**src/rtl/mfe_window_fetch.sv**
```systemverilog
// Median filter engine fetch stage: raster-walks the image ROM and emits the
// zero-padded 3x3 window of every pixel, reusing two columns between windows.
module mfe_window_fetch #(
   parameter int DW    = 8,
   parameter int IMG_W = 128,
   parameter int IMG_H = 128,
   parameter int AW    = 14
) (
   input  logic            clk,
   input  logic            reset,
   input  logic            ready,
   output logic            busy,
   output logic [AW-1:0]   iaddr,
   input  logic [DW-1:0]   idata,
   output logic            win_valid,
   input  logic            win_ready,
   output logic [9*DW-1:0] win_data,
   output logic [AW-1:0]   win_addr
);
   // One spare bit so the look-ahead column x+1 never wraps at the right edge.
   localparam int XW = $clog2(IMG_W) + 1;
   localparam int YW = $clog2(IMG_H) + 1;

   typedef enum logic [2:0] {IDLE, F0, F1, F2, CAPT, PRESENT} state_t;

   state_t                  state_q;
   logic [XW-1:0]           x_q;
   logic [YW-1:0]           y_q;
   logic                    prime_q;
   logic [DW-1:0]           top_q, mid_q;
   logic [8:0][DW-1:0]      win_q;
   logic [XW-1:0]           col_c;
   logic                    col_pad;
   logic [DW-1:0]           cap_d;

   function automatic logic [AW-1:0] rom_addr(input int r, input int c);
      int rc, cc;
      rc = (r < 0) ? 0 : ((r > IMG_H - 1) ? IMG_H - 1 : r);
      cc = (c > IMG_W - 1) ? IMG_W - 1 : c;
      return AW'(rc * IMG_W + cc);
   endfunction

   assign col_c    = prime_q ? x_q : x_q + 1'b1;
   assign col_pad  = int'(col_c) > IMG_W - 1;
   assign win_data = win_q;

   // Clamped reads still return real pixels; padding is applied on capture.
   always_comb begin
      cap_d = idata;
      if (col_pad)
         cap_d = '0;
      else if (state_q == F1 && y_q == '0)
         cap_d = '0;
      else if (state_q == CAPT && int'(y_q) == IMG_H - 1)
         cap_d = '0;
   end

   always_ff @(posedge clk or negedge reset) begin
      if (!reset) begin
         state_q   <= IDLE;
         busy      <= 1'b0;
         iaddr     <= '0;
         win_valid <= 1'b0;
         win_addr  <= '0;
         win_q     <= '0;
         x_q       <= '0;
         y_q       <= '0;
         prime_q   <= 1'b0;
         top_q     <= '0;
         mid_q     <= '0;
      end else begin
         case (state_q)
            IDLE: if (ready) begin
               busy    <= 1'b1;
               x_q     <= '0;
               y_q     <= '0;
               prime_q <= 1'b1;
               win_q   <= '0;
               iaddr   <= rom_addr(-1, 0);
               state_q <= F0;
            end
            F0: begin
               iaddr   <= rom_addr(int'(y_q), int'(col_c));
               state_q <= F1;
            end
            F1: begin
               top_q   <= cap_d;
               iaddr   <= rom_addr(int'(y_q) + 1, int'(col_c));
               state_q <= F2;
            end
            F2: begin
               mid_q   <= cap_d;
               state_q <= CAPT;
            end
            CAPT: begin
               // Shift left one column; the new column lands in p2/p5/p8.
               win_q <= {cap_d, win_q[8:7], mid_q, win_q[5:4], top_q, win_q[2:1]};
               if (prime_q) begin
                  prime_q <= 1'b0;
                  iaddr   <= rom_addr(int'(y_q) - 1, int'(x_q) + 1);
                  state_q <= F0;
               end else begin
                  win_valid <= 1'b1;
                  win_addr  <= AW'(int'(y_q) * IMG_W + int'(x_q));
                  state_q   <= PRESENT;
               end
            end
            PRESENT: if (win_ready) begin
               win_valid <= 1'b0;
               if (int'(x_q) < IMG_W - 1) begin
                  x_q     <= x_q + 1'b1;
                  iaddr   <= rom_addr(int'(y_q) - 1, int'(x_q) + 2);
                  state_q <= F0;
               end else if (int'(y_q) < IMG_H - 1) begin
                  // Cleared window stands in for the padded column left of x=0.
                  x_q     <= '0;
                  y_q     <= y_q + 1'b1;
                  win_q   <= '0;
                  prime_q <= 1'b1;
                  iaddr   <= rom_addr(int'(y_q), 0);
                  state_q <= F0;
               end else begin
                  busy    <= 1'b0;
                  state_q <= IDLE;
               end
            end
            default: state_q <= IDLE;
         endcase
      end
   end
endmodule

```
**config.mk**
```make
export PLATFORM = sky130hd
export DESIGN_NAME = mfe_window_fetch
export DESIGN_NICKNAME = d
export VERILOG_FILES = /design/src/rtl/mfe_window_fetch.sv
export SDC_FILE = /design/constraint.sdc
export NUM_CORES = 1
export LEC_CHECK = 0
export ABC_CLOCK_PERIOD_IN_PS = 4150
export BUFFER_PORTS_ARGS = -buffer_cell sky130_fd_sc_hd__buf_2
export CORE_MARGIN = 3
export CORE_UTILIZATION = 40
export CTS_CLUSTER_SIZE = 12
export DETAILED_ROUTE_END_ITERATION = 12
export SLEW_MARGIN = 20
export SYNTH_ARGS = -nofsm -noshare
export SYNTH_HDL_FRONTEND = slang
export SYNTH_SLANG_ARGS = --single-unit
```
**constraint.sdc**
```tcl
create_clock -name clk -period 4.15 [get_ports clk]
set_clock_uncertainty 0.05 [all_clocks]
set_input_delay 0.6225 -clock clk [delete_from_list [all_inputs] [get_ports clk]]
set_output_delay 0.6225 -clock clk [all_outputs]
set_load 0.1 [all_outputs]
```
==> results of run 1 <==
[through the flow]
stage	instances	utilization [%]	total power [mW]	area (sq um)	hold WS [ns]
2_1_floorplan	779	-	4.82	7550	0.277
3_3_place_gp	1074	45.4	5.48	8260	0.413
3_5_place_dp	1074	45.4	5.50	8260	0.413
4_1_cts	1106	48.7	7.05	8870	0.197
5_1_grt	1106	48.7	7.36	8870	0.215
6_report	1106	48.7	7.02	8870	0.161
[path summary, 6_finish.rpt]
kind	slack, ns	cells past startpoint	from	endpoint
max	0.80	7	x_q[0]	iaddr[12]
min	0.16	1	reset	win_data[53]
max reg2reg	0.80	7	x_q[0]	iaddr[12]
min reg2reg	0.42	1	win_valid	win_valid
max in group asynchronous	2.91	2	reset	top_q[7]
min in group clk	0.38	2	idata[6]	win_data[70]
[flip-flops by register name, summed over array words and instances, names as in the netlist]
register / count
win_data: 72
win_addr: 14
iaddr: 14
prime_q: 1
busy: 1
state_q: 3
x_q: 8
win_valid: 1
top_q: 8
mid_q: 8
y_q: 8
[cell type report]
class | count | share of cell area (%)
multi-input cells | 561 | 42.5
flip-flops and latches | 138 | 38.9
repair buffers | 129 | 7.80
inverters | 17 | 0.720
clock buffers | 17 | 4.80
well taps | 229 | 3.23
clock inverters | 15 | 2.05
[routing by layer]
layer	wire length (microns)	GRT usage, %
met4	283	5.40
met5	0	0
met1	9690	29.9
met3	1370	3.68
met2	9480	31.3
[where the power goes]
part	internal (mW)	total (mW)	switching (mW)
Sequential	1.69	2.01	0.319
Clock	0.861	1.54	0.675
Combinational	0.689	3.48	2.79
[kinds of logic (layout without fill, tap and decap cells)]
logic type,Yosys count,in the layout
compound gates,254,254
simple gates,233,233
flops,138,138
buf+inv,80,178
xor+xnor,28,28
fa+ha+maj,20,20
mux,18,18
other cells,2,8
[worst max-delay path: cells and delay by family (launching register included)]
kind            cells  cell delay, ns
compound gates      5            2.03
simple gates        1            0.22
fa+ha+maj           1            0.36
flops               1            0.56
[cell usage in the layout (no fill, tap or decap), types with 13 or more instances in the layout]
master | Yosys | layout
dfrtp_1 | 138 | 138
buf_2 | 17 | 112
nand2_1 | 76 | 76
a22o_1 | 75 | 75
o21ai_0 | 56 | 56
nor2_1 | 45 | 44
a21oi_1 | 40 | 40
nand3_1 | 26 | 26
ha_1 | 18 | 18
nor3_1 | 17 | 17
inv_1 | 17 | 17
clkbuf_16 | 0 | 17
buf_4 | 1 | 16
xnor2_1 | 14 | 14
xor2_1 | 13 | 13
==> flow_metrics.py, run 1 <==
metrics = {
    "route": {
        "routedWlPerCell_microns": 18.8,
        "firstDrtPassIters": 6,
        "remaining_drc_errors": 0,
        "num_vias": 6343,
        "routed_wl_microns": 20800,
        "viasPerCell": 5.74,
        "dr.first_iter.drc_count": 695,
        "antenna_left": 0,
    },
    "synth": {
        "synth_cells": 773,
        "async_flop_share_pct": 100,
        "synth_fa_ha_area_share_pct": 3.52,
        "synth-simple-area-share_pct": 16.1,
        "yosysMostFrequentCell": "dfrtp_1",
        "syn_area_sq_um": 7530,
        "synth_xor_area_share_pct": 3.36,
        "synth_flop_cell": "dfrtp_1",
        "synth_warnings": 0,
        "synth-seq-cells": 138,
        "synth_edf_count": 0,
        "synth-compound-area-share_pct": 23.9,
        "synth-seq-area-share_pct": 45.9,
        "synth.distinct_cells": 76,
        "yosysTopAreaCell": "dfrtp_1",
        "syn_area_per_cell_sq_um": 9.74,
        "synth_top_family_by_area": "compound AO/OA/AOI/OAI gates",
        "synth_common_cells": "138 x dfrtp_1, 76 x nand2_1, 75 x a22o_1, 56 x o21ai_0, 45 x nor2_1",
        "synth_area_leaders": "dfrtp_1 46%, a22o_1 8.7%, nand2_1 3.8%",
        "muxShareOfSynthArea_pct": 2.59,
        "synth.top_cell.area_share_pct": 45.9,
    },
    "job": {
        "cap_violations": 0,
    },
    "clock_network": {
        "clock_latency_ns": 0.42,
        "cts_root_buffer": "clkbuf_16",
        "max-clock-path-buffers": 2,
        "post-cts-setup-buffer-count": 0,
        "cts_tree": "done",
        "h-tree-depth": 4,
        "cts_resized": 0,
        "path_clk_slew_ns": 0.07,
        "clkSinkCount": 138,
        "ctsHoldBuffers": 0,
        "cts_buffers": 17,
    },
    "floorplan": {
        "dieHeight_microns": 143,
        "rows": 49,
        "fp.dieW_microns": 143,
        "core_area_sq_um": 18200,
        "initial_core_util_pct": 41.4,
        "io-pin-count": 114,
        "dieArea_sq_um": 20500,
    },
    "setup_path": {
        "cp_slowest_cell": "a31oi_2",
        "end_kind": "flip-flop",
        "cp.required_ns": 4.41,
        "crit_arrival_ns": 3.60,
        "slowest_delay_ns": 0.66,
        "critical_path_class": "flip-flop to flip-flop",
        "start_kind": "flip-flop",
        "cp_max_fo": 17,
        "crit_chain": "ha_1 > and2_1 > a31oi_2 > o21ai_1 > a21boi_0 > o21ai_1 > a221o_1",
        "cpMostUsedCell": "o21ai_1",
    },
    "cells_and_area": {
        "final_nets": 896,
        "drive_gt1_share_pct": 22.0,
        "multi_input_area_sq_um": 3760,
        "fill_cells": 1709,
        "synthToLayoutAreaGrowth_pct": 17.8,
        "regArea_sq_um": 3450,
        "num_antenna_cells": 0,
    },
    "grt": {
        "grt_pass1_vias": 5937,
        "grt_max_degree": 76,
        "grt_overflow": 0,
        "grt_usage_pct": 20.4,
        "antenna_found_initial": 0,
        "grt_pass1_wl_microns": 33200,
    },
    "power": {
        "p_leak_nw": 4.24,
        "power.density_nw_per_um2": 792,
        "peakVddDrop_uv": 442,
    },
    "run_status": {
        "run_status": "complete, no violations",
    },
    "sta": {
        "setup_viol": 0,
        "fin_setup_tns_ns": 0,
        "drv_slew": 0,
        "tightest_slew_ns": 1.06,
        "finalCriticalPeriod_ns": 3.35,
        "period_share_pct": 80.6,
        "postLayoutSetupSlackWorst_ns": 0.804,
        "max_freq_mhz": 299,
        "hold_violations": 0,
        "relSlewSlack_pct": 28.6,
        "rsz0062_at_grt": "no",
    },
    "placement": {
        "place.gp.congestion": 0.923,
        "io_buffers": 113,
        "dpl_worst_slack_ns": 0.820,
        "dpl.hpwl_microns": 14700,
    },
    "min_path": {
        "hold_path_class": "primary input to async pin",
    },
}
Power figures use the tool's default switching activity.
==> run 2, diff against run 1 <==
--- a/config.mk
+++ b/config.mk
@@ -5,7 +5,7 @@
 export SDC_FILE = /design/constraint.sdc
 export NUM_CORES = 1
 export LEC_CHECK = 0
-export ABC_CLOCK_PERIOD_IN_PS = 4150
+export ABC_CLOCK_PERIOD_IN_PS = 2700
 export BUFFER_PORTS_ARGS = -buffer_cell sky130_fd_sc_hd__buf_2
 export CORE_MARGIN = 3
 export CORE_UTILIZATION = 40
==> constraint.sdc (replaced) <==
create_clock -name clk -period 2.7 [get_ports clk]
set_clock_uncertainty 0.05 [all_clocks]
set_input_delay 0.405 -clock clk [delete_from_list [all_inputs] [get_ports clk]]
set_output_delay 0.405 -clock clk [all_outputs]
set_load 0.1 [all_outputs]
==> flow_metrics.py, run 2 (synthesis gave the netlist of run 1 again) <==
metrics = {
    "run_status": {
        "run_status": "complete, no violations",
    },
    "clock_network": {
        "cts_buffers": 17,
        "max-clock-path-buffers": 2,
        "cts_tree": "done",
        "cts_root_buffer": "clkbuf_16",
        "h-tree-depth": 4,
        "path_clk_slew_ns": 0.07,
        "clkSinkCount": 138,
        "clock_latency_ns": 0.43,
    },
    "route": {
        "routedWlPerCell_microns": 18.7,
        "firstDrtPassIters": 5,
        "routed_wl_microns": 21600,
        "dr.first_iter.drc_count": 524,
        "antenna_left": 0,
        "remaining_drc_errors": 0,
        "num_vias": 6522,
        "viasPerCell": 5.67,
    },
    "min_path": {
        "hold_path_class": "primary input to flip-flop",
    },
    "setup_path": {
        "start_kind": "flip-flop",
        "reg2reg_depth": 11,
        "cp_max_fo": 5,
        "crit_arrival_ns": 2.85,
        "reg2reg_from": "y_q[2]",
        "rrSetupSlack_ns": 0.14,
        "cp.required_ns": 3.00,
        "end_kind": "flip-flop",
        "critical_path_class": "flip-flop to flip-flop",
        "r2r_end": "iaddr[8]",
        "cp-startpoint": "y_q[2]",
        "endpoint": "iaddr[8]",
    },
    "sta": {
        "setup_viol": 0,
        "hold_violations": 0,
        "rsz0062_at_grt": "no",
        "drv_slew": 0,
        "tightest_slew_ns": 0.583,
        "relSlewSlack_pct": 60.9,
        "period_share_pct": 94.7,
        "timing.hold.ws_ns": 0.167,
        "fin_setup_tns_ns": 0,
        "max_freq_mhz": 391,
        "finalCriticalPeriod_ns": 2.56,
    },
    "power": {
        "power.switching_mw": 5.84,
        "peakVddDrop_uv": 862,
        "p_leak_nw": 4.48,
        "power.density_nw_per_um2": 1200,
        "clkPwrFrac_pct": 21.4,
        "swShare_pct": 52.8,
        "combPwrFrac_pct": 51.3,
        "sequentialPowerShare_pct": 27.3,
        "p_int_mw": 5.21,
    },
    "cells_and_area": {
        "synthToLayoutAreaGrowth_pct": 22.7,
        "final_common_cell": "dfrtp_1",
        "layout_common_cells": "138 x dfrtp_1, 112 x buf_2, 76 x nand2_1",
        "final_nets": 941,
        "fill_cells": 1696,
        "largest_reg_flops": 72,
        "num_antenna_cells": 0,
        "drive_gt1_share_pct": 25.9,
    },
    "grt": {
        "grt_max_degree": 74,
        "grt_pass1_wl_microns": 34900,
        "grt_pass1_vias": 6386,
        "grt_usage_pct": 21.6,
        "grt_overflow": 0,
        "antenna_found_initial": 0,
    },
    "floorplan": {
        "fp.dieW_microns": 143,
        "rows": 49,
        "core_area_sq_um": 18200,
        "dieArea_sq_um": 20500,
        "initial_core_util_pct": 41.4,
        "dieHeight_microns": 143,
        "io-pin-count": 114,
    },
    "placement": {
        "io_buffers": 113,
        "dpl.hpwl_microns": 15600,
        "place.gp.congestion": 0.937,
    },
    "job": {
        "cap_violations": 0,
    },
}
run 2: cell count changes in the layout (fill, tap and decap cells not counted), moves of 2 or more:
cell / previous run / this run
inv_8: 4 / 2
buf_12: 0 / 3
clkinv_8: 3 / 0
clkinv_2: 0 / 3
inv_6: 3 / 5
buf_4: 16 / 57
clkinvlp_4: 3 / 1
run 2: power groups by stage:
stage          combinational (mW)  sequential [mW]  clock (mW)
5_1_grt                      6.00             3.08        2.51
2_1_floorplan                1.80             5.62           0
3_3_place_gp                 5.61             3.05           0
6_report                     5.67             3.01        2.37
3_5_place_dp                 5.64             3.05           0
4_1_cts                      5.65             3.02        2.42
run 2: layer usage:
metal,global-route usage (%),vias up,wire length (microns)
met4,5.75,0,292
met5,0,-,0
met1,30.8,3186,10100
met2,33.2,215,9860
li1,-,3098,-
met3,4.92,23,1270
run 2: layout make-up:
cell class	count	area [sq um]	share of cell area, %
clock buffers	18	429	4.64
clock inverters	14	158	1.71
inverters	17	63.8	0.690
multi-input cells	561	3780	40.9
flip-flops and latches	138	3450	37.4
well taps	229	287	3.10
repair buffers	174	1070	11.6
run 2: what timing repair did:
item,4_1_cts,5_1_grt
resized for setup,0,3
hold endpoints to repair,38,0
hold buffers,1,0
endpoints found under the setup margin,0,4
buffers inserted,0,1
run 2: worst min path at each step:
| stage | start | end | slack (ns) | depth (start not counted) |
|---|---|---|---|---|
| 2_1_floorplan | reset | busy | 0.06 | 0 |
| 3_3_place_gp | reset | win_data[49] | 0.30 | 1 |
| 3_5_place_dp | reset | win_data[49] | 0.30 | 1 |
| 4_1_cts | idata[6] | win_data[70] | 0.15 | 2 |
| 5_1_grt | idata[6] | win_data[70] | 0.17 | 2 |
| 6_report | idata[6] | win_data[70] | 0.17 | 2 |
run 2: critical path, cell delays in order (launching register included):
cell and delay, ns:
dfrtp_1 0.41, or4_4 0.58, nor3_4 0.21, nor2_1 0.08, nand2_1 0.09, nand2_1 0.11
fa_1 0.49, nor2_1 0.11, a21oi_1 0.05, nor2_1 0.09, a221oi_1 0.05, o21ai_0 0.15
run 2: through the flow:
step / util, % / cells / instance area (sq um) / power (mW) / setup slack, ns
final: 50.8 / 1151 / 9240 / 11.0 / 0.143
after global routing: 50.8 / 1151 / 9240 / 11.6 / 0.000112
after CTS: 50.6 / 1150 / 9220 / 11.1 / 0.128
after detailed placement: 47.3 / 1117 / 8620 / 8.69 / 0.139
after global placement: 47.3 / 1117 / 8620 / 8.65 / 0.155
after floorplan: - / 779 / 7560 / 7.41 / 0.00302
==> run 3, diff against run 2 <==
--- a/config.mk
+++ b/config.mk
@@ -5,13 +5,14 @@
 export SDC_FILE = /design/constraint.sdc
 export NUM_CORES = 1
 export LEC_CHECK = 0
+export ABC_AREA = 1
 export ABC_CLOCK_PERIOD_IN_PS = 2700
 export BUFFER_PORTS_ARGS = -buffer_cell sky130_fd_sc_hd__buf_2
 export CORE_MARGIN = 3
 export CORE_UTILIZATION = 40
 export CTS_CLUSTER_SIZE = 12
 export DETAILED_ROUTE_END_ITERATION = 12
-export SLEW_MARGIN = 20
+export RECOVER_POWER = 100
 export SYNTH_ARGS = -nofsm -noshare
 export SYNTH_HDL_FRONTEND = slang
 export SYNTH_SLANG_ARGS = --single-unit
==> flow_metrics.py, run 3 <==
metrics = {
    "route": {
        "dr.first_iter.drc_count": 437,
        "viasPerCell": 5.13,
        "routed_wl_microns": 20000,
        "firstDrtPassIters": 5,
        "antenna_left": 0,
        "remaining_drc_errors": 0,
        "num_vias": 6468,
        "routedWlPerCell_microns": 15.8,
    },
    "setup_path": {
        "rrSetupSlack_ns": 0.22,
        "critical_path_class": "flip-flop to flip-flop",
        "crit_arrival_ns": 2.76,
        "reg2reg_depth": 13,
        "r2r_end": "win_data[50]",
        "endpoint": "win_data[50]",
        "reg2reg_from": "x_q[0]",
        "cp.required_ns": 2.98,
        "cp_max_fo": 25,
        "start_kind": "flip-flop",
        "end_kind": "flip-flop",
        "cp-startpoint": "x_q[0]",
    },
    "floorplan": {
        "rows": 48,
        "fp.dieW_microns": 141,
        "initial_core_util_pct": 41.4,
        "dieArea_sq_um": 19900,
        "dieHeight_microns": 141,
        "core_area_sq_um": 17600,
        "io-pin-count": 114,
    },
    "sta": {
        "relSlewSlack_pct": 0.368,
        "finalCriticalPeriod_ns": 2.48,
        "max_freq_mhz": 403,
        "rsz0062_at_grt": "no",
        "period_share_pct": 91.9,
        "setup_viol": 0,
        "tightest_slew_ns": 1.49,
        "hold_violations": 0,
        "fin_setup_tns_ns": 0,
        "timing.hold.ws_ns": 0.274,
        "drv_slew": 0,
    },
    "synth": {
        "synth-seq-area-share_pct": 47.3,
        "synth_area_leaders": "dfrtp_1 47%, nand2_1 11%, o21ai_0 5.7%",
        "synth.distinct_cells": 46,
        "synth-seq-cells": 138,
        "syn_area_sq_um": 7290,
        "synth_flop_cell": "dfrtp_1",
        "yosysMostFrequentCell": "nand2_1",
        "yosysTopAreaCell": "dfrtp_1",
        "synth_edf_count": 0,
        "synth_cells": 890,
        "synth_warnings": 0,
        "synth.top_cell.area_share_pct": 47.3,
        "synth_common_cells": "210 x nand2_1, 138 x dfrtp_1, 109 x inv_1, 83 x o21ai_0, 51 x nand3_1",
        "async_flop_share_pct": 100,
        "syn_area_per_cell_sq_um": 8.19,
    },
    "placement": {
        "io_buffers": 113,
        "dpl.hpwl_microns": 14500,
        "place.gp.congestion": 0.918,
        "placed_cell_area_sq_um": 8250,
        "place_inst": 1230,
    },
    "clock_network": {
        "h-tree-depth": 4,
        "path_clk_slew_ns": 0.06,
        "cts_buffers": 17,
        "cts_root_buffer": "clkbuf_16",
        "clkSinkCount": 138,
        "cts_tree": "done",
        "clock_latency_ns": 0.42,
        "max-clock-path-buffers": 2,
    },
    "cells_and_area": {
        "fin_area_sq_um": 8630,
        "final_common_cell": "nand2_1",
        "instances_no_fill": 1262,
        "largest_reg_flops": 72,
        "synthToLayoutAreaGrowth_pct": 18.3,
        "drive_gt1_share_pct": 11.2,
        "multi_input_area_sq_um": 3220,
        "final_nets": 1057,
        "fill_cells": 1830,
        "layout_common_cells": "219 x nand2_1, 136 x dfrtp_1, 109 x inv_1",
        "regArea_sq_um": 3460,
    },
    "grt": {
        "grt_pass1_wl_microns": 33000,
        "grt_overflow": 0,
        "antenna_found_initial": 1,
        "grt_pass1_vias": 6206,
        "grt_usage_pct": 20.9,
        "grt_max_degree": 57,
    },
    "run_status": {
        "violations": "capacitance limit",
        "run_status": "finished with violations",
    },
    "power": {
        "power_mw": 9.98,
        "p_leak_nw": 4.09,
        "peakVddDrop_uv": 761,
        "power.density_nw_per_um2": 1160,
    },
    "min_path": {
        "hold_path_class": "primary input to flip-flop",
    },
    "job": {
        "cap_violations": 1,
    },
}
## run 3: cell types whose count changed in the layout (fill, tap and decap cells not counted), sizes merged, moves of 43 or more
cell / previous run / this run
buf: 173 / 30
clkbuf: 18 / 129
o21ai: 59 / 105
o22ai: 2 / 45
nand2: 76 / 228
inv: 24 / 118
a22o: 75 / 0
## run 3: through the flow
step / setup WS, ns / util [%]
floorplan: 0.116 / -
global placement: 0.215 / 46.9
detailed placement: 0.207 / 46.9
CTS: 0.188 / 50.1
global route: 0.0200 / 49.0
finish: 0.220 / 49.0
## run 3: metal layers
| metal | wire length [microns] | part of all wire [%] | GRT usage, % |
|---|---|---|---|
| met1 | 9450 | 47 | 29.3 |
| met2 | 9120 | 46 | 32.6 |
| met3 | 930 | 4.7 | 3.87 |
| met4 | 464 | 2.3 | 7.24 |
| met5 | 0 | 0 | 0 |
## run 3: where the power goes
part	switching (mW)	leakage, nW	total, mW	internal, mW
Sequential	0.298	1.88	2.81	2.51
Combinational	4.07	1.95	4.97	0.904
Clock	0.895	0.266	2.20	1.31
## run 3: worst max-delay path, stage by stage, from the launching register on
cell	delay, ns
dfrtp_2	0.47
ha_1	0.25
nand3_1	0.16
nor2_2	0.09
nor2_4	0.25
inv_4	0.10
nor2_2	0.31
inv_2	0.07
nand3_2	0.10
nor2_4	0.05
inv_4	0.13
buf_12	0.20
nand2_1	0.07
o21ai_0	0.08
## run 3: worst min path at each step
stage | depth (start not counted) | startpoint | end
detailed placement | 1 | reset | y_q[2]
floorplan | 0 | reset | busy
global route | 4 | win_ready | win_valid
finish | 3 | idata[3] | mid_q[3]
CTS | 3 | idata[3] | mid_q[3]
global placement | 1 | reset | y_q[1]
## run 3: logic make-up after synthesis
group                      after synthesis  synth area share [%]
buffers and inverters                  149                  8.25
DFF                                    138                  47.3
adders and majority gates               20                  3.64
xor gates and xnor gates                13                  1.66
and+or+nand+nor                        378                  24.1
AOI/OAI and AO/OA                      189                  14.8
other                                    2                 0.103
muxes                                    1                 0.154
## run 3: area by class of cell
class | instances | share of cell area, %
flip-flops and latches | 138 | 40.1
clock inverters | 10 | 1.12
clock buffers | 20 | 5.29
inverters | 119 | 5.24
well taps | 225 | 3.26
repair buffers | 140 | 7.67
multi-input cells | 609 | 37.3
diodes | 1 | 0.0290
## run 3: what timing repair did
action                                  CTS  global route
buffers inserted                          0             0
gates resized for setup                   0             5
endpoints found under the hold margin    52             0
hold buffers                              1             0
endpoints found under the setup margin    0             3
